<file path="config.mk">
export PLATFORM = sky130hd
export DESIGN_NAME = apb_slave_mem
export DESIGN_NICKNAME = d
export VERILOG_FILES = /design/src/rtl/apb_pkg.sv /design/src/rtl/apb_slv_wait_ctr.sv /design/src/rtl/apb_slave_mem.sv
export SDC_FILE = /design/constraint.sdc
export NUM_CORES = 2
export LEC_CHECK = 0
export ABC_AREA = 1
export CORE_UTILIZATION = 40
export CTS_CLUSTER_SIZE = 28
export DETAILED_ROUTE_END_ITERATION = 8
export PLACE_DENSITY = 0.59
export SYNTH_ARGS = -nofsm -noshare
export SYNTH_HDL_FRONTEND = slang
export SYNTH_HIERARCHICAL = 1
export SYNTH_SLANG_ARGS = --single-unit
</file>
<file path="constraint.sdc">
create_clock -name PCLK -period 4.7 [get_ports PCLK]
set_clock_uncertainty 0.15 [all_clocks]
set_input_delay 0.94 -clock PCLK [delete_from_list [all_inputs] [get_ports PCLK]]
set_output_delay 0.94 -clock PCLK [all_outputs]
set_load 0.05 [all_outputs]
</file>
<file path="src/rtl/apb_pkg.sv">
// ============================================================================
//  Module      : apb_pkg
//  Description : Shared APB completer types and default bus widths.
//  Revision    : 1.0 - initial release
// ============================================================================
`default_nettype none

package apb_pkg;

    localparam int APB_ADDR_WIDTH = 32;
    localparam int APB_DATA_WIDTH = 32;

    typedef enum logic {
        S_IDLE   = 1'b0,
        S_ACCESS = 1'b1
    } apb_slv_state_t;

    typedef struct packed {
        logic [APB_ADDR_WIDTH-1:0] addr;
        logic                      write;
        logic [APB_DATA_WIDTH-1:0] wdata;
    } apb_req_t;

endpackage

`default_nettype wire

</file>
<file path="src/rtl/apb_slv_wait_ctr.sv">
// ============================================================================
//  Module      : apb_slv_wait_ctr
//  Description : Wait-state counter: saturating load, decrement, zero flag.
//  Revision    : 1.0 - initial release
// ============================================================================
`default_nettype none

module apb_slv_wait_ctr #(
    parameter int MAX_WAIT = 7,
    parameter int LOAD_W   = 3,
    parameter int CNT_W    = (MAX_WAIT > 0) ? $clog2(MAX_WAIT + 1) : 1
) (
    input  logic              clk,
    input  logic              rst,
    input  logic              i_load,
    input  logic              i_dec,
    input  logic [LOAD_W-1:0] i_load_val,
    output logic [CNT_W-1:0]  o_cnt,
    output logic              o_zero
);

    logic [CNT_W-1:0] r_cnt;

    always_ff @(posedge clk) begin
        if (rst) begin
            r_cnt <= '0;
        end else if (i_load) begin
            // Oversized requests clamp to the ceiling rather than wrapping.
            if (32'(i_load_val) > 32'(MAX_WAIT))
                r_cnt <= CNT_W'(MAX_WAIT);
            else
                r_cnt <= CNT_W'(i_load_val);
        end else if (i_dec && (r_cnt != '0)) begin
            r_cnt <= r_cnt - 1'b1;
        end
    end

    assign o_cnt  = r_cnt;
    assign o_zero = (r_cnt == '0);

endmodule

`default_nettype wire

</file>
<file path="src/rtl/apb_slave_mem.sv">
// ============================================================================
//  Module      : apb_slave_mem
//  Description : APB3 completer fronting a register file, with programmable
//                wait states, out-of-range read errors and a sticky
//                protocol-violation flag.
//  Revision    : 1.0 - initial release
// ============================================================================
`default_nettype none

module apb_slave_mem
    import apb_pkg::*;
#(
    parameter int ADDR_WIDTH = APB_ADDR_WIDTH,
    parameter int DATA_WIDTH = APB_DATA_WIDTH,
    parameter int VALID_ADDR = 31,
    parameter int MAX_WAIT   = 7
) (
    input  logic                  PCLK,
    input  logic                  PRESET,
    input  logic                  PSELx,
    input  logic                  PENABLE,
    input  logic                  PWRITE,
    input  logic [ADDR_WIDTH-1:0] PADDR,
    input  logic [DATA_WIDTH-1:0] PWDATA,
    input  logic [2:0]            wait_cfg,
    output logic                  PREADY,
    output logic [DATA_WIDTH-1:0] PRDATA,
    output logic                  PSLVERR,
    output logic                  prot_err
);

    localparam int c_DEPTH = VALID_ADDR + 1;
    localparam int c_IDX_W = (c_DEPTH > 1) ? $clog2(c_DEPTH) : 1;
    localparam int c_CNT_W = (MAX_WAIT > 0) ? $clog2(MAX_WAIT + 1) : 1;
    localparam logic [ADDR_WIDTH-1:0] c_VALID_ADDR = ADDR_WIDTH'(VALID_ADDR);

    // Same layout as apb_req_t, but sized by this instance's parameters.
    typedef struct packed {
        logic [ADDR_WIDTH-1:0] addr;
        logic                  write;
        logic [DATA_WIDTH-1:0] wdata;
    } req_t;

    apb_slv_state_t         r_state;
    req_t                   r_req;
    logic [DATA_WIDTH-1:0]  r_mem [c_DEPTH];
    logic                   r_prot_err;

    logic [c_CNT_W-1:0]     w_cnt;
    logic                   w_cnt_zero;
    logic                   w_setup;
    logic                   w_same;
    logic                   w_access_ok;
    logic                   w_in_range;
    logic                   w_load;
    logic                   w_dec;
    logic                   w_ready;
    logic [c_IDX_W-1:0]     w_idx;

    assign w_setup     = PSELx && !PENABLE;
    assign w_same      = (PADDR == r_req.addr) && (PWRITE == r_req.write) &&
                         (PWDATA == r_req.wdata);
    assign w_access_ok = PSELx && PENABLE && w_same;
    assign w_in_range  = (r_req.addr <= c_VALID_ADDR);
    assign w_idx       = r_req.addr[c_IDX_W-1:0];
    assign w_load      = (r_state == S_IDLE) && w_setup;
    assign w_dec       = (r_state == S_ACCESS) && w_access_ok && !w_cnt_zero;
    assign w_ready     = (r_state == S_ACCESS) && w_access_ok && w_cnt_zero;

    apb_slv_wait_ctr #(
        .MAX_WAIT (MAX_WAIT),
        .LOAD_W   (3),
        .CNT_W    (c_CNT_W)
    ) u_wait_ctr (
        .clk        (PCLK),
        .rst        (PRESET),
        .i_load     (w_load),
        .i_dec      (w_dec),
        .i_load_val (wait_cfg),
        .o_cnt      (w_cnt),
        .o_zero     (w_cnt_zero)
    );

    always_ff @(posedge PCLK) begin
        if (PRESET) begin
            r_state    <= S_IDLE;
            r_req      <= '0;
            r_prot_err <= 1'b0;
            for (int i = 0; i < c_DEPTH; i++)
                r_mem[i] <= '0;
        end else begin
            case (r_state)
                S_IDLE: begin
                    if (w_setup) begin
                        r_req   <= '{addr: PADDR, write: PWRITE, wdata: PWDATA};
                        r_state <= S_ACCESS;
                    end else if (PENABLE) begin
                        r_prot_err <= 1'b1;
                    end
                end
                S_ACCESS: begin
                    if (!w_access_ok) begin
                        r_prot_err <= 1'b1;
                        r_state    <= S_IDLE;
                    end else if (w_cnt_zero) begin
                        if (r_req.write && w_in_range)
                            r_mem[w_idx] <= r_req.wdata;
                        r_state <= S_IDLE;
                    end
                end
                default: r_state <= S_IDLE;
            endcase
        end
    end

    // A transfer completing while reset is applied is aborted, so never report it.
    assign PREADY   = w_ready && !PRESET;
    assign PRDATA   = (PREADY && !r_req.write && w_in_range) ? r_mem[w_idx] : '0;
    assign PSLVERR  = PREADY && !r_req.write && !w_in_range;
    assign prot_err = r_prot_err;

endmodule

`default_nettype wire

</file>
Word level (Yosys, flattened, before mapping)
Memory sizes are Yosys's and may differ from the RTL's. A register that Yosys moved wholly into a read port is not among the register bits.
Cells that the tools add are included.
{ "word_totals": {"word_cells": 66, "output_inout_bits": 35, "inputBits": 72, "ff_bits": 70, "mem_bits_rw": 1024, "memories": 1} }
{ "memory_table": {"columns": ["name", "depth", "width", "read_ports", "rd_ports_with_merged_regs", "wr", "line_no", "source"], "rows": [
  ["r_mem", 32, 32, 1, 1, 32, "apb_slave_mem.sv:46", "logic [DATA_WIDTH-1:0] r_mem [c_DEPTH];"]
]} }
{ "op_classes": {"n_bitwise": 1, "n_mux": 24, "reduce_logical": 26, "add_sub_neg": 1, "eq_ne": 6, "order_cmp": 1} }
{ "ops": {"columns": ["cell", "count"], "rows": [
  ["$eq A32 B32 Y1", 2],
  ["$mux W32", 2],
  ["$le A32 B5 Y1 const B", 1],
  ["$reduce_or A32 Y1", 1],
  ["$logic_and A1 B1 Y1", 15],
  ["$mux W1", 15],
  ["$mux W5", 3],
  ["$mux W3", 2],
  ["$ne A2 B2 Y1 const B", 3],
  ["$logic_not A1 Y1", 5],
  ["$pmux W1 S2", 2],
  ["$logic_not A3 Y1", 1],
  ["$reduce_and A3 Y1", 1],
  ["$reduce_bool A3 Y1", 1],
  ["$sub A3 B1 Y3 const B", 1],
  ["$reduce_and A2 Y1", 1],
  ["$reduce_bool A2 Y1", 1],
  ["$eq A1 B1 Y1", 1],
  ["$not A1 Y1", 1]
]} }

Longest topological paths before layout
{ "depth": {"ltp_word": 10, "mapped_depth": 18, "mapped_depth_nobuf": 17} }

Cells and area by module
The synthesis kept the hierarchy.
{ "modules_own_cells": {"columns": ["module", "area_each_um2", "instances", "cells_each", "seq_area_each_um2"], "rows": [
  ["apb_slave_mem", 49412.4, 1, 4951, 32190.9],
  ["apb_slv_wait_ctr", 201.4, 1, 34, 60.1]
]} }

Worst setup path after synthesis
Ideal clock, no wire load.
{ "synth_path": {"kind": "in2out", "from": "input PADDR[27]", "to": "output PREADY", "required_time_ps": 3610, "setup_slack_ps": 638, "t_arrival_ps": 2972, "path_buffers": 0, "cell_stages": 10, "path_cell_list": "inv_1 > nand2_1 > nand2_1 > inv_1 > nand2_1 > nor2_1 > nand2_1 > nor2_1 > nand3_1 > nor4_1"} }
{ "synth_between": {"elab_chain_len": 7} }
{ "synth_rtl": {"columns": ["element", "line_no", "source"], "rows": [
  ["start: declaration", "apb_slave_mem.sv:23", "input logic [ADDR_WIDTH-1:0] PADDR,"],
  ["$eq A32 B32 Y1", "apb_slave_mem.sv:61", "assign w_same = (PADDR == r_req.addr) && (PWRITE == r_req.write) &&"],
  ["$logic_and A1 B1 Y1 (2 in a row)", "apb_slave_mem.sv:61", null],
  ["$logic_and A1 B1 Y1", "apb_slave_mem.sv:63", "assign w_access_ok = PSELx && PENABLE && w_same;"],
  ["$logic_and A1 B1 Y1 (2 in a row)", "apb_slave_mem.sv:68", "assign w_ready = (r_state == S_ACCESS) && w_access_ok && w_cnt_zero;"],
  ["$logic_and A1 B1 Y1", "apb_slave_mem.sv:117", "assign PREADY = w_ready && !PRESET;"],
  ["end: declaration", "apb_slave_mem.sv:26", "output logic PREADY,"]
]} }
No other way between the ends.

==> results.md <==
- GPL Wtd Cong: 0.850
- Crit path to: PRDATA[6]
- Post-placement cell count: 6438
- CTS-repair resized insts: 0
- Setup bufs post-CTS: 0
- Pwr Total: 22.6 mW
- DP Wirelength: 89.2 mm
- Min-delay src: prot_err$_SDFFE_PP0P_
- Achievable Freq: 219 MHz
- Chip height: 354 µm
- Area leader, netlist: edfxtp_1
- IO Count: 107
- WP buf/inv: 3
- HP Class: reg -> reg
- Initial antenna violation count: 2
- Post-synth EDFFs: 1024
- Via density: 5.62
- Layout cells sized above 1: 8.16%
- Static leakage: 20.1 nW
- Layout Cells excl Fill: 6652
- CP arrival: 3.48 ns
- Port Buffers: 106
- Reg2reg end: r_mem[17][27]$_SDFFCE_PN0P_
- Deepest clock path buffer count: 3
- CP Launch Type: flop
- Layout overhead on the synthesized area: 14.5%
- Row count: 128
- Primary FF master, synth: edfxtp_1
- Slowest-stage cell, CP: dfxtp_4
- CTS root buf: clkbuf_16
- WL final: 160 mm
- Setup violators final: 0
- Quantity of hold-fixing buffers added after cts: 0
- Yosys warnings: 6
- Vias: 37.4k
- CP top delay family: simple AND/OR/NAND/NOR gates
- Antenna Nets Post-Route: 0
- FF/Latch Area: 0.0323 mm²
- Worst skew pair latency: 0.72 ns
- Mapped Nets: 5059
- Cells after Synth: 4985
- Nets: 5004
- Fin crit share: 97.2%
- Maxcap violations: 0
- Commonest cells post-synth: nor2_1 (1175), edfxtp_1 (1024), nand2_1 (957)
- R2r setup slk: 1.23 ns
- CP Capture Type: primary output
- Worst r2r src: r_req[61]$_SDFFE_PP0P_
- Die area: 0.125 mm²
- TritonCTS Buffers: 115
- PwrDens: 398 mW/mm²
- Slew Limit Fails: 0
- 1st-iter DRT viols: 4672
- Post-synthesis async set-or-reset flop share: 0%
- Crit path depth: 10
- Most frequent CP cell: nand3_1
- Multi-input logic area: 0.0152 mm²
- Syn Area/Cell: 9.95 µm²
- Crit-path max cell delay: 0.55 ns
- Reg2Reg Depth: 8
- Number of remaining DRC errors: 0
- CP Max Fanout: 65
- Die X-Extent: 354 µm
- CTS tree: yes
- CTS HTree Levels: 3
- Wire per inst: 24.1 µm
- Clk sinks: 1099
- DRT Pass-1 Iters: 6
- RSZ-0062 raised after global routing: false
- Hold Fails Final Rpt: 0
- Worst Tran Pin Value: 0.959 ns
- Synth top area share: 62.0%
- Synth area leaders: edfxtp_1 (62%), nor2_1 (8.9%), nand2_1 (7.2%), nand3_1 (4.9%), a21oi_1 (3.6%)
- Kind of critical path: reg -> out
- Setup TNS: 0 ns
- Tmin final: 4.57 ns
- Sequential-to-total area share from yosys stat: 65.0%
- Gr ovfl total: 0
- Seq cells post-synth: 1099
- Crit-path cells: clkinv_8 > buf_12 > nand2_1 > nand3_1 > nand3_1 > nand3_1 > nand3_1 > and2_0 > nor2_1 > buf_12
- Most frequent cell after synthesis: nor2_1
- Critical Path RT: 3.61 ns
- CTS clk-pin slew, worst paths: 0.06 ns
- Vias in the first global route: 35.2k
- Core Area: 0.122 mm²
- Slew HR: 35.9%
- Largest net degree at the start of global routing: 144
- Maximum vdd drop: 0.000297 V
- Post-Syn Area: 0.0496 mm²
- Fillers: 11.4k
- Global router's overall resource usage: 25.0%
- Starting density of the core: 40.5%
- Outcome: finished, final reports clean
- First-pass GRT wire length: 234 mm
- Synth cell types: 28
## power by group
group,internal (mW),switching (mW),total [mW]
clock,4.96,3.90,8.86
combinational,0.671,1.77,2.44
sequential,11.2,0.171,11.3
total,16.8,5.84,22.6
## final cells by class
type                    count  area share, %
flip-flops and latches   1099           56.8
repair buffers            272           5.85
multi-input cells        3355           26.8
clock inverters            61          0.967
inverters                  87          0.615
clock buffers             150           5.38
diodes                      3         0.0132
well taps                1625           3.58
## sequential cells by signal, indices dropped and copies added, names as in the netlist, named ones only
name and cells:
r_mem 1024, r_req 65, u_wait_ctr/o_cnt 3, prot_err 1
r_state 1
## per-layer routing
layer  wire, µm  part of all wire, %  track usage, %  vias to the layer above
met1      67300                   42            35.3                    18400
met4       5480                  3.4            9.05                        2
li1           -                    -               -                    16900
met5         13               0.0081               0                        -
met3      14500                  9.1            4.11                      237
met2      72800                   45            38.8                     1853
## worst reg2reg max path: cells and delay by family, from the launching register on
family / cells / cell delay [ns]
and+or+nand+nor: 6 / 1.94
DFF: 1 / 0.33
buffers and inverters: 2 / 0.70
## placed cells by master, fill, tap and decap left out, drive strengths merged, types with 31 or more instances in the layout
cell,Yosys,layout
edfxtp,1024,1024
nand4,41,41
o21ai,84,84
a21oi,358,358
and2,31,31
xnor2,50,50
nor2,1178,1178
buf,124,200
dfxtp,75,75
clkinv,0,50
a22oi,155,155
nand2,957,957
nand3,486,486
clkdlybuf4s50,0,72
clkbuf,320,150
inv,87,90
## cell families (layout without fill, tap and decap cells)
logic type      count (synthesis)  in the layout  share of synthesized area (%)
compound gates                605            605                           6.95
other cells                     0              3                              0
flops                        1099           1099                           65.0
buf+inv                       531            570                           4.34
simple gates                 2698           2698                           22.8
xor+xnor                       50             50                          0.883
fa+ha+maj                       2              2                         0.0504
## worst min path at each step
| stage | to | slack, ns | cells after the start |
|---|---|---|---|
| after floorplan | u_wait_ctr/o_cnt[0]$_SDFFE_PP0P_ | 0.34 | 2 |
| after global placement | prot_err$_SDFFE_PP0P_ | 0.29 | 2 |
| after detailed placement | prot_err$_SDFFE_PP0P_ | 0.30 | 2 |
| after CTS | prot_err$_SDFFE_PP0P_ | 0.31 | 2 |
| after global routing | prot_err$_SDFFE_PP0P_ | 0.33 | 2 |
| final | prot_err$_SDFFE_PP0P_ | 0.31 | 2 |
## stage by stage
stage	cell area [µm²]	hold slack [ns]	worst slack (ns)	utilization (%)
after floorplan	49600	0.336	0.638	-
after CTS	56800	0.307	0.0243	46.4
after detailed placement	53200	0.296	0.313	43.5
final	56800	0.305	0.132	46.4
after global routing	56800	0.326	0.00598	46.4
after global placement	53200	0.293	0.318	43.5
No activity file was read; power rests on OpenSTA's default activity.
